==> src/rtl/frank_ctrl_pkg.sv <==
// Shared definitions for the FRANK instruction sequencer: opcodes, FSM states,
// instruction field positions and flag bit indices.
package frank_ctrl_pkg;

  typedef enum logic [2:0] {
    ST_FETCH  = 3'd0,
    ST_DECODE = 3'd1,
    ST_MEMRD  = 3'd2,
    ST_EXEC   = 3'd3,
    ST_HALT   = 3'd4
  } state_t;

  localparam logic [3:0] OP_NOP  = 4'h0;
  localparam logic [3:0] OP_ALUI = 4'h1;
  localparam logic [3:0] OP_ALUM = 4'h2;
  localparam logic [3:0] OP_LDI  = 4'h3;
  localparam logic [3:0] OP_STW  = 4'h4;
  localparam logic [3:0] OP_JMP  = 4'h5;
  localparam logic [3:0] OP_BRC  = 4'h6;
  localparam logic [3:0] OP_HALT = 4'h7;

  localparam int MAJ_HI = 15;
  localparam int MAJ_LO = 12;
  localparam int SUB_HI = 11;
  localparam int SUB_LO = 8;
  localparam int IMM_HI = 7;
  localparam int IMM_LO = 0;

  localparam int FLAG_Z = 0;
  localparam int FLAG_N = 1;
  localparam int FLAG_C = 2;

  // Majors 8..F are undefined; the top bit alone identifies them.
  function automatic logic is_illegal(input logic [3:0] major);
    return major[3];
  endfunction

endpackage

==> src/rtl/frank_ctrl_if.sv <==
// Bus bundle between the sequencer and its instruction memory, data memory and ALU.
interface frank_ctrl_if #(
  parameter int PC_W = 8
);
  logic [PC_W-1:0] imem_addr;
  logic [15:0]     imem_data;
  logic [7:0]      dmem_addr;
  logic            dmem_rd;
  logic [7:0]      dmem_rdata;
  logic            dmem_wr;
  logic [7:0]      dmem_wdata;
  logic [3:0]      alu_opcode;
  logic [7:0]      alu_w;
  logic [7:0]      alu_p;
  logic [7:0]      alu_res;
  logic [2:0]      alu_status;

  modport master (
    output imem_addr, dmem_addr, dmem_rd, dmem_wr, dmem_wdata,
           alu_opcode, alu_w, alu_p,
    input  imem_data, dmem_rdata, alu_res, alu_status
  );

  modport slave (
    input  imem_addr, dmem_addr, dmem_rd, dmem_wr, dmem_wdata,
           alu_opcode, alu_w, alu_p,
    output imem_data, dmem_rdata, alu_res, alu_status
  );
endinterface

==> src/rtl/frank_branch_eval.sv <==
// Conditional branch resolution: any selected flag set, optionally inverted by sub[3].
module frank_branch_eval
  import frank_ctrl_pkg::*;
(
  input  logic [3:0] sub_i,
  input  logic [2:0] flags_i,
  output logic       taken_o
);
  assign taken_o = (|(sub_i[2:0] & flags_i)) ^ sub_i[3];
endmodule

==> src/rtl/frank_ctrl.sv <==
// FRANK sequencer/decoder: FETCH/DECODE/[MEMRD]/EXEC loop owning PC, IR, WREG,
// flags and the data-memory strobes.
module frank_ctrl
  import frank_ctrl_pkg::*;
#(
  parameter int              PC_W     = 8,
  parameter logic [PC_W-1:0] RESET_PC = '0
) (
  input  logic              clk,
  input  logic              rst_n,
  frank_ctrl_if.master      bus,
  output logic [7:0]        wreg,
  output logic [2:0]        flags,
  output logic              halted,
  output logic              illegal
);

  state_t          state_q;
  logic [PC_W-1:0] pc_q;
  logic [15:0]     ir_q;
  logic [7:0]      wreg_q;
  logic [2:0]      flags_q;
  logic            halted_q;
  logic            illegal_q;

  logic [3:0]      major;
  logic [3:0]      sub;
  logic [7:0]      imm;
  logic [PC_W-1:0] target;
  logic            taken;

  assign major = ir_q[MAJ_HI:MAJ_LO];
  assign sub   = ir_q[SUB_HI:SUB_LO];
  assign imm   = ir_q[IMM_HI:IMM_LO];

  // Branch targets are absolute: zero-extend or truncate the 8-bit address.
  generate
    if (PC_W > 8) begin : g_tgt_ext
      assign target = {{(PC_W-8){1'b0}}, imm};
    end else begin : g_tgt_trunc
      assign target = imm[PC_W-1:0];
    end
  endgenerate

  frank_branch_eval u_branch (
    .sub_i   (sub),
    .flags_i (flags_q),
    .taken_o (taken)
  );

  always_ff @(posedge clk or negedge rst_n) begin
    if (!rst_n) begin
      state_q   <= ST_FETCH;
      pc_q      <= RESET_PC;
      ir_q      <= '0;
      wreg_q    <= '0;
      flags_q   <= '0;
      halted_q  <= 1'b0;
      illegal_q <= 1'b0;
    end else begin
      illegal_q <= 1'b0;
      unique case (state_q)
        ST_FETCH: state_q <= ST_DECODE;
        ST_DECODE: begin
          ir_q      <= bus.imem_data;
          pc_q      <= pc_q + PC_W'(1);
          illegal_q <= is_illegal(bus.imem_data[MAJ_HI:MAJ_LO]);
          state_q   <= (bus.imem_data[MAJ_HI:MAJ_LO] == OP_ALUM) ? ST_MEMRD : ST_EXEC;
        end
        ST_MEMRD: state_q <= ST_EXEC;
        ST_EXEC: begin
          state_q <= ST_FETCH;
          // A branch write here wins over the increment done in DECODE.
          case (major)
            OP_ALUI, OP_ALUM: begin
              wreg_q  <= bus.alu_res;
              flags_q <= bus.alu_status;
            end
            OP_LDI:  wreg_q <= imm;
            OP_JMP:  pc_q   <= target;
            OP_BRC:  if (taken) pc_q <= target;
            OP_HALT: begin
              state_q  <= ST_HALT;
              halted_q <= 1'b1;
            end
            default: ;
          endcase
        end
        ST_HALT: state_q <= ST_HALT;
        default: state_q <= ST_FETCH;
      endcase
    end
  end

  assign bus.imem_addr  = pc_q;
  assign bus.dmem_addr  = imm;
  assign bus.dmem_rd    = (state_q == ST_MEMRD);
  assign bus.dmem_wr    = (state_q == ST_EXEC) && (major == OP_STW);
  assign bus.dmem_wdata = wreg_q;
  assign bus.alu_opcode = sub;
  assign bus.alu_w      = wreg_q;
  assign bus.alu_p      = ((state_q == ST_EXEC) && (major == OP_ALUM)) ? bus.dmem_rdata : imm;

  assign wreg    = wreg_q;
  assign flags   = flags_q;
  assign halted  = halted_q;
  assign illegal = illegal_q;

endmodule

==> src/flat_wrapper.sv <==
// flat-port wrapper written by rule: the top's interface ports become plain ports
module frank_ctrl_flat import frank_ctrl_pkg::*;
#(
  parameter int              PC_W     = 8,
  parameter logic [PC_W-1:0] RESET_PC = '0
)
  (clk, rst_n, wreg, flags, halted, illegal, bus_imem_addr, bus_dmem_addr, bus_dmem_rd, bus_dmem_wr, bus_dmem_wdata, bus_alu_opcode, bus_alu_w, bus_alu_p, bus_imem_data, bus_dmem_rdata, bus_alu_res, bus_alu_status);
  frank_ctrl_if #(.PC_W(PC_W)) bus_i ();
  input  logic clk;
  input  logic rst_n;
  output logic [7:0] wreg;
  output logic [2:0] flags;
  output logic halted;
  output logic illegal;
  output wire logic [$bits(bus_i.imem_addr)-1:0] bus_imem_addr;
  output wire logic [$bits(bus_i.dmem_addr)-1:0] bus_dmem_addr;
  output wire logic [$bits(bus_i.dmem_rd)-1:0] bus_dmem_rd;
  output wire logic [$bits(bus_i.dmem_wr)-1:0] bus_dmem_wr;
  output wire logic [$bits(bus_i.dmem_wdata)-1:0] bus_dmem_wdata;
  output wire logic [$bits(bus_i.alu_opcode)-1:0] bus_alu_opcode;
  output wire logic [$bits(bus_i.alu_w)-1:0] bus_alu_w;
  output wire logic [$bits(bus_i.alu_p)-1:0] bus_alu_p;
  input wire logic [$bits(bus_i.imem_data)-1:0] bus_imem_data;
  input wire logic [$bits(bus_i.dmem_rdata)-1:0] bus_dmem_rdata;
  input wire logic [$bits(bus_i.alu_res)-1:0] bus_alu_res;
  input wire logic [$bits(bus_i.alu_status)-1:0] bus_alu_status;
  assign bus_imem_addr = bus_i.imem_addr;
  assign bus_dmem_addr = bus_i.dmem_addr;
  assign bus_dmem_rd = bus_i.dmem_rd;
  assign bus_dmem_wr = bus_i.dmem_wr;
  assign bus_dmem_wdata = bus_i.dmem_wdata;
  assign bus_alu_opcode = bus_i.alu_opcode;
  assign bus_alu_w = bus_i.alu_w;
  assign bus_alu_p = bus_i.alu_p;
  assign bus_i.imem_data = bus_imem_data;
  assign bus_i.dmem_rdata = bus_dmem_rdata;
  assign bus_i.alu_res = bus_alu_res;
  assign bus_i.alu_status = bus_alu_status;
  frank_ctrl #(.PC_W(PC_W), .RESET_PC(RESET_PC)) u_core (.clk(clk), .rst_n(rst_n), .bus(bus_i), .wreg(wreg), .flags(flags), .halted(halted), .illegal(illegal));
endmodule
==> config.mk <==
export PLATFORM = sky130hd
export DESIGN_NAME = frank_ctrl_flat
export DESIGN_NICKNAME = d
export VERILOG_FILES = /design/src/rtl/frank_ctrl_pkg.sv /design/src/rtl/frank_ctrl_if.sv /design/src/rtl/frank_branch_eval.sv /design/src/rtl/frank_ctrl.sv /design/src/flat_wrapper.sv
export SDC_FILE = /design/constraint.sdc
export NUM_CORES = 1
export LEC_CHECK = 0
export ABC_AREA = 1
export CORE_MARGIN = 4
export CORE_UTILIZATION = 43
export CTS_CLUSTER_SIZE = 14
export DETAILED_ROUTE_END_ITERATION = 10
export PLACE_DENSITY = 0.8
export SYNTH_ARGS = -nofsm -noshare
export SYNTH_HDL_FRONTEND = slang
export SYNTH_SLANG_ARGS = --single-unit
export TNS_END_PERCENT = 100
==> constraint.sdc <==
create_clock -name clk -period 1.6 [get_ports clk]
set_input_delay 0.24 -clock clk [delete_from_list [all_inputs] [get_ports clk]]
set_output_delay 0.24 -clock clk [all_outputs]
set_load 0.02 [all_outputs]
==> impl_metrics.env <==
export IMPL_slew_headroom=0.7161
export IMPL_period_share=1.121
export IMPL_track_usage=0.2029
export IMPL_drt_first_iter_violations=172
export IMPL_rsz0062_at_grt="true"
export IMPL_cp_required_ns=1.36
export IMPL_async_reset_ff_frac=1.000
export IMPL_netlist_area_leader_share=0.4313
export IMPL_cts_sinks=40
export IMPL_grt_ovfl_total=0
export IMPL_end_kind="output port"
export IMPL_slowest_delay_ns=0.40
export IMPL_routabilityCongestion=0.8931
export IMPL_worstPathArrival_ns=1.55
export IMPL_grt_pass1_wl_um=10450
export IMPL_crit_path_start_kind="register"
export IMPL_rows=26
export IMPL_dr_total_vias=2342
export IMPL_crit_chain="inv_2 -> nand2_2 -> inv_2 -> nand2_4 -> inv_6 -> nand3_4 -> buf_6 -> a21oi_2 -> buf_4"
export IMPL_clockBufferDepth=2
export IMPL_fp_coreArea_mm2=0.005172
export IMPL_ys_top_cells_by_area="dfrtp_1 (43%), nand2_1 (15%), buf_4 (9.7%)"
export IMPL_vias_per_cell=4.941
export IMPL_crit_family="buffers and inverters"
export IMPL_stdcell_count=474
export IMPL_finalCriticalPeriod_ns=1.793
export IMPL_initial_core_util=0.4487
export IMPL_fin_skew_ns=0.003634
export IMPL_io_buffers=95
export IMPL_max_cap_violations=0
export IMPL_htree_levels=2
export IMPL_ant_nets=0
export IMPL_clock_latency_ns=0.29
export IMPL_die_x_um=81.47
export IMPL_grt_pass1_vias=2220
export IMPL_cts_tree="done"
export IMPL_path_clk_slew_ns=0.08
export IMPL_hp_class="in2async"
export IMPL_pin_count=96
export IMPL_antenna_found_initial=0
export IMPL_grt_max_degree=25
export IMPL_fin_nets=441
export IMPL_fin_hold_ws_ns=0.4076
export IMPL_yosys_warnings=0
export IMPL_dieArea_mm2=0.006637
export IMPL_critPathBufInv=5
export IMPL_yosysMostFrequentCell="nand2_1"
export IMPL_netlist_area_mm2=0.002321
export IMPL_violations="setup timing"
export IMPL_dp_cells=454
export IMPL_synth_largest_area_cell="dfrtp_1"
export IMPL_finalMaxSlewViolations=0
export IMPL_ys_top_cells_by_count="nand2_1 (93), dfrtp_1 (40), buf_4 (30)"
export IMPL_antenna_cells=0
export IMPL_wl_um=6759
export IMPL_timing_fmax_mhz=557.7
export IMPL_worstMarginPinSlew_ns=0.4258
export IMPL_dp_hpwl_um=4834
export IMPL_syn_area_per_cell_um2=7.711
export IMPL_synthesis_nets=339
export IMPL_final_layout_size_suffix_gt1_frac=0.2327
export IMPL_ys_types=26
export IMPL_fin_tns_setup_ns=-1.358
export IMPL_drt_first_pass_iters=4
export IMPL_post_drt_wl_per_cell_um=14.26
export IMPL_synth_seq_cells=40
export IMPL_root_buffer="clkbuf_8"
export IMPL_drcViolationCount=0
export IMPL_setup_viol=9
export IMPL_syn_to_final_growth_pct=58.65
export IMPL_synth_edff_count=0
export IMPL_die_h_um=81.47
export IMPL_hold_viol=0
export IMPL_critPathKind="reg2out"
export IMPL_cts_buffers=5
export IMPL_crit_top_cell="inv_2"
export IMPL_postSynthCellCount=301
export IMPL_cp_slowest_cell="dfrtp_1"
export IMPL_power_density_mw_per_mm2=2135
export IMPL_critPathMaxFanout=5
export IMPL_leakagePower_nw=1.818
export IMPL_finalWorstSetupSlack_ns=-0.1931
export IMPL_seq_area_frac_synth=0.4313
export IMPL_synth_ff_type="dfrtp_1"
export IMPL_ir_drop_mv=1.143
export IMPL_status="complete, but fails checks"
==> per-layer routing <==
metal  global-route usage  part of all wire
met5                    0                 0
met4              0.06926             0.014
met3              0.04276             0.082
met2               0.3591              0.49
met1               0.2432              0.41
==> path summary, 6_finish.rpt <==
kind                                   start                       to  slack, ns  cells after the start
hold / removal                         rst_n  u_core.bus.imem_addr[6]       0.41                      2
hold reg to reg                u_core.halted            u_core.halted       0.47                      2
min in group clk               u_core.halted            u_core.halted       0.47                      2
setup / recovery           u_core.state_q[2]             bus_alu_p[2]      -0.19                      9
setup reg to reg           u_core.state_q[2]  u_core.bus.imem_addr[1]       0.10                     11
max in group asynchronous              rst_n      u_core.bus.alu_w[1]       0.72                      3
==> worst reg2reg max path, delay by kind of cell, from the launching register on <==
kind | cells | cell delay [ns]
and+or+nand+nor | 7 | 0.63
buffers and inverters | 4 | 0.42
DFF | 1 | 0.40
==> cells in the final DEF, fill, tap and decap left out, types with 2 or more instances in the layout <==
cell type / netlist / layout
nand3_1: 28 / 28
nor2_2: 4 / 4
nand2_2: 3 / 4
a21oi_2: 9 / 5
o21bai_1: 3 / 3
inv_1: 22 / 21
a31oi_1: 8 / 8
buf_4: 30 / 27
a21oi_4: 0 / 5
o21ai_0: 17 / 17
dfrtp_1: 40 / 40
clkdlybuf4s50_1: 0 / 61
nor2_4: 1 / 10
clkbuf_8: 0 / 5
nor2_1: 21 / 12
buf_2: 5 / 2
buf_6: 1 / 14
nand2_1: 93 / 92
nand2_4: 2 / 2
dlymetal6s2s_1: 0 / 14
inv_2: 4 / 5
dlygate4sd2_1: 0 / 9
nand3_4: 1 / 2
==> cell type report <==
class                   count  area [µm²]
inverters                  27       106.4
multi-input cells         199        1104
fillers                   381        1490
flip-flops and latches     40        1001
repair buffers            130        1272
clock buffers               5       68.82
clock inverters             3       42.54
well taps                  70       87.58
==> metrics by stage <==
| stage | util | area, µm² | power, mW | setup slack, ns |
|---|---|---|---|---|
| after floorplan | - | 2327 | 4.889 | 0.1381 |
| after global placement | 0.6364 | 3292 | 6.609 | -0.2994 |
| after detailed placement | 0.6364 | 3292 | 6.710 | -0.3458 |
| after CTS | 0.6732 | 3482 | 7.530 | -0.1929 |
| after global routing | 0.7119 | 3682 | 8.410 | -0.2837 |
| final | 0.7119 | 3682 | 7.860 | -0.1931 |
==> sequential cells by signal, indices dropped and copies added (netlist names) <==
register	cells
u_core.ir_q	16
u_core.bus.imem_addr	8
u_core.illegal	1
u_core.flags	3
u_core.halted	1
u_core.bus.alu_w	8
u_core.state_q	3
==> power by group <==
group | internal, mW | total (mW) | leakage, nW | switching (mW)
clock | 0.462 | 0.835 | 0.0541 | 0.373
sequential | 1.48 | 1.90 | 0.482 | 0.422
combinational | 2.25 | 5.12 | 1.28 | 2.87
total | 4.20 | 7.86 | 1.82 | 3.66
==> cells by family (layout without fill, tap and decap cells) <==
| kind of cell | count (synthesis) | count (layout) | synth area share |
|---|---|---|---|
| compound gates | 39 | 39 | 0.1062 |
| xor+xnor | 1 | 1 | 0.003774 |
| fa+ha+maj | 1 | 1 | 0.005390 |
| buf+inv | 63 | 165 | 0.1574 |
| flops | 40 | 40 | 0.4313 |
| simple gates | 157 | 158 | 0.2960 |
==> what timing repair did <==
action,CTS,global route
buffers inserted,7,3
cloned,1,1
endpoints found under the setup margin,19,46
resized for setup,73,46
endpoints found under the hold margin,16,0
hold buffers,1,0
pin swaps,4,3
Note: power is estimated with default switching activity, not from simulation.
==> patch 1 (same flow settings) <==
Re-encode `state_t` (5 states) as one-hot, 5 bits wide.
--- a/src/rtl/frank_ctrl_pkg.sv
+++ b/src/rtl/frank_ctrl_pkg.sv
@@ -3,10 +3,10 @@
 package frank_ctrl_pkg;
 
-  typedef enum logic [2:0] {
-    ST_FETCH  = 3'd0,
-    ST_DECODE = 3'd1,
-    ST_MEMRD  = 3'd2,
-    ST_EXEC   = 3'd3,
-    ST_HALT   = 3'd4
+  typedef enum logic [4:0] {
+    ST_FETCH  = 5'b00001,
+    ST_DECODE = 5'b00010,
+    ST_MEMRD  = 5'b00100,
+    ST_EXEC   = 5'b01000,
+    ST_HALT   = 5'b10000
   } state_t;
 
Behaviour: same outputs for any inputs over 10 cycles, from zero or initial values and one cycle with rst_n low; not proved beyond that.
==> patch 1 against the unedited design <==
  * The run ends with hold timing, setup timing left
  * Clock power rose by 2.5%
  * Utilization is 1.8 points lower
  * Synthesized cell count is 2.3% higher
  * Die area is 7.3% higher
  * Power down 3.5%
  * Design area is 5.0% higher
  * Area after synthesis is 8.1% higher
  * Count of clock-buffer cells in the layout grew 1
  * Routed wire length rose by 8.6%
  * Setup slack better by 7.4 ps
  * Sequential cell count increased by 2
  * Highest routed layer unchanged
==> patch 1: results (changes against the unedited design) <==
Final hold violations -> 3 (+3)
DP Worst Slack -> -389 ps (-43.5 ps)
Setup Buffers After CTS -> 1 (-6)
Pre-antenna DRT Iters -> 5 (+1)
# resized after CTS -> 71 (-2.7%)
Comb power frac -> 0.633 (-0.019)
Avg WL per Cell -> 15.1 µm (+6.2%)
Register area -> 1050 µm² (+5.1%)
Slew margin rel. -> 0.641 (-0.0750)
Clk tree area frac -> 0.0291 (-0.00112)
Register area share after synthesis -> 0.419 (-0.0118)
Status -> complete, but fails checks
Setup TNS -> -1530 ps (-169 ps)
Crit-path max FO -> 8 (+3)
First-pass GRT wire length -> 11,300 µm (+7.7%)
NonClk Buf Share -> 0.330 (-0.0151)
Sequential cell count -> 42 (+5.0%)
Failing checks -> hold timing, setup timing
Synth Area in Adders -> 0.00499 (-0.000403)
Hold_ws -> -3.29 ps (-411 ps)
Grt met2 use -> 0.346 (-0.0134)
Synth top cells by count -> nand2_1, dfrtp_1, nor2_1
Layout cells sized above 1 -> 0.274 (+0.0409)
Final setup vio count -> 14 (+5)
Flop pwr share -> 0.254 (+0.012)
Setup ws final -> -186 ps (+7.38 ps)
Met3 usage -> 0.0451 (+0.00238)
==> patch 1: path summary, 6_finish.rpt <==
path                                        startpoint                                   to  slack (ps)  cells past startpoint
setup / recovery           u_core.state_q[2]$_DFF_PN0_                         bus_alu_p[3]        -190                      7
hold reg to reg              u_core.halted$_DFFE_PN0P_            u_core.halted$_DFFE_PN0P_         480                      2
setup reg to reg           u_core.ir_q[15]$_DFFE_PN0N_  u_core.bus.imem_addr[2]$_DFFE_PN0P_         -10                     12
hold / removal                                   rst_n  u_core.bus.imem_addr[7]$_DFFE_PN0P_          -3                      2
max in group asynchronous                        rst_n  u_core.bus.imem_addr[3]$_DFFE_PN0P_        1220                      2
min in group clk             u_core.halted$_DFFE_PN0P_            u_core.halted$_DFFE_PN0P_         480                      2
==> patch 1: routing by layer <==
layer	wire, µm	part of all wire	up-vias
li1	-	-	1184
met3	674	0.092	11
met1	2870	0.39	1148
met4	96	0.013	0
met5	0	0	-
met2	3710	0.50	129
==> patch 2 (same flow settings) <==
Without the edit above. `PC_W` is set to 8 in 3 places; all go to 6.
--- a/src/rtl/frank_ctrl_if.sv
+++ b/src/rtl/frank_ctrl_if.sv
@@ -1,5 +1,5 @@
 // Bus bundle between the sequencer and its instruction memory, data memory and ALU.
 interface frank_ctrl_if #(
-  parameter int PC_W = 8
+  parameter int PC_W = 6
 );
   logic [PC_W-1:0] imem_addr;
--- a/src/rtl/frank_ctrl.sv
+++ b/src/rtl/frank_ctrl.sv
@@ -4,5 +4,5 @@
   import frank_ctrl_pkg::*;
 #(
-  parameter int              PC_W     = 8,
+  parameter int              PC_W     = 6,
   parameter logic [PC_W-1:0] RESET_PC = '0
 ) (
--- a/src/flat_wrapper.sv
+++ b/src/flat_wrapper.sv
@@ -2,5 +2,5 @@
 module frank_ctrl_flat import frank_ctrl_pkg::*;
 #(
-  parameter int              PC_W     = 8,
+  parameter int              PC_W     = 6,
   parameter logic [PC_W-1:0] RESET_PC = '0
 )
Ports: changed (resized bus_imem_addr); port bits go from 96 to 94. The function was not compared with the original's and may differ.
==> patch 2 against the unedited design <==
  * The flow still finishes with violations (setup timing)
  * Power decreased by 11%
  * Routed wire length decreased by 16%
  * Area after synthesis decreased by 6.8%
  * Sequential power decreased by 5%
  * Design area decreased by 12%
  * Setup slack improved by 35 ps
  * Sequential share of layout area increased by 2.1 points
  * Utilization decreased by 3.3 points
  * Sequential cell count decreased by 2
  * Critical path type unchanged
  * Largest cell class unchanged
  * Largest power group unchanged
  * Highest routed layer unchanged
==> patch 2: results (changes against the unedited design) <==
Setup ws final -> -159 ps (+34.5 ps)
Synthesized instance count -> 274 (-9.0%)
Failing checks -> setup timing
M1 WL -> 2390 µm (-13%)
Fraction of area in multi-input gates -> 0.273 (-0.0264)
Clock sink count -> 38 (-5.0%)
Skew final -> 7.81 ps (+4.18 ps)
Met2 WL -> 2830 µm (-15%)
Inst Count DP -> 422 (-7.0%)
Count of cell types in the netlist -> 27 (+3.8%)
Layout Cells excl Fill -> 433 (-8.6%)
Status -> complete, but fails checks
Drt first-iter violations -> 88 (-49%)
Clk tree area frac -> 0.0293 (-0.000988)
Maximum vdd drop -> 0.971 mV (-15%)
Endpoint of the worst setup timing path -> bus_dmem_wr
Crit-path max FO -> 3 (-2)
R2R depth -> 8 (-3)
Total GRT Usage -> 0.189 (-0.0139)
# nets final -> 403 (-8.6%)
Final setup vio count -> 9 (unchanged)
DP Worst Slack -> -369 ps (-23.4 ps)
Fraction of power spent switching nets -> 0.458 (-0.00791)
Dpl cell area -> 3090 µm² (-6.2%)
FF-to-FF End -> u_core.flags[0]$_DFFE_PN0P_
Compound-Gate Fraction of Synth Area -> 0.109 (+0.00311)
Synthesis-to-layout area growth -> 50.3%
Clock Power Share -> 0.098 (-0.008)
Sequential share of cell area -> 0.293 (+0.0207)
Post-synthesis xor/xnor area fraction -> 0.00405 (+0.000275)
Layout cells sized above 1 -> 0.213 (-0.0196)
First-pass GRT wire length -> 9170 µm (-12%)
WL met3 -> 379 µm (-32%)
Leakage power -> 1.56 nW (-14%)
Non-clock inverter count in the final layout -> 24 (-11%)
Synth Area in Adders -> 0.00578 (+0.000393)
NonClk Buf Share -> 0.351 (+0.00509)
Slew margin rel. -> 0.782 (+0.0661)
P_int -> 0.00378 W (-10%)
-- patch 2: cell types whose count changed after synthesis, moves of 2 or more --
| cell | before | now |
|---|---|---|
| buf_4 | 30 | 32 |
| nand2_1 | 93 | 78 |
| o21ai_1 | 0 | 5 |
| nand3_1 | 28 | 23 |
| buf_2 | 5 | 2 |
| inv_1 | 22 | 18 |
| o21ai_0 | 17 | 11 |
| dfrtp_1 | 40 | 38 |
-- patch 2: logic make-up after synthesis --
family / Yosys count
AND/OR/NAND/NOR: 137
buffers and inverters: 59
adder cells (fa/ha/maj): 1
AO/OA/AOI/OAI: 38
flip-flops: 38
XOR/XNOR: 1
-- patch 2: routing by layer --
layer | track usage | up-vias
met4 | 0.0636 | 0
met5 | 0 | -
met2 | 0.341 | 69
met1 | 0.215 | 937
met3 | 0.0510 | 4
li1 | - | 1033
-- patch 2: worst max-delay path, cell delays in order (launching register included) --
cell and delay (ps):
dfrtp_1 400, buf_4 150, nand2_1 60, nor4_1 310, clkdlybuf4s15_2 320
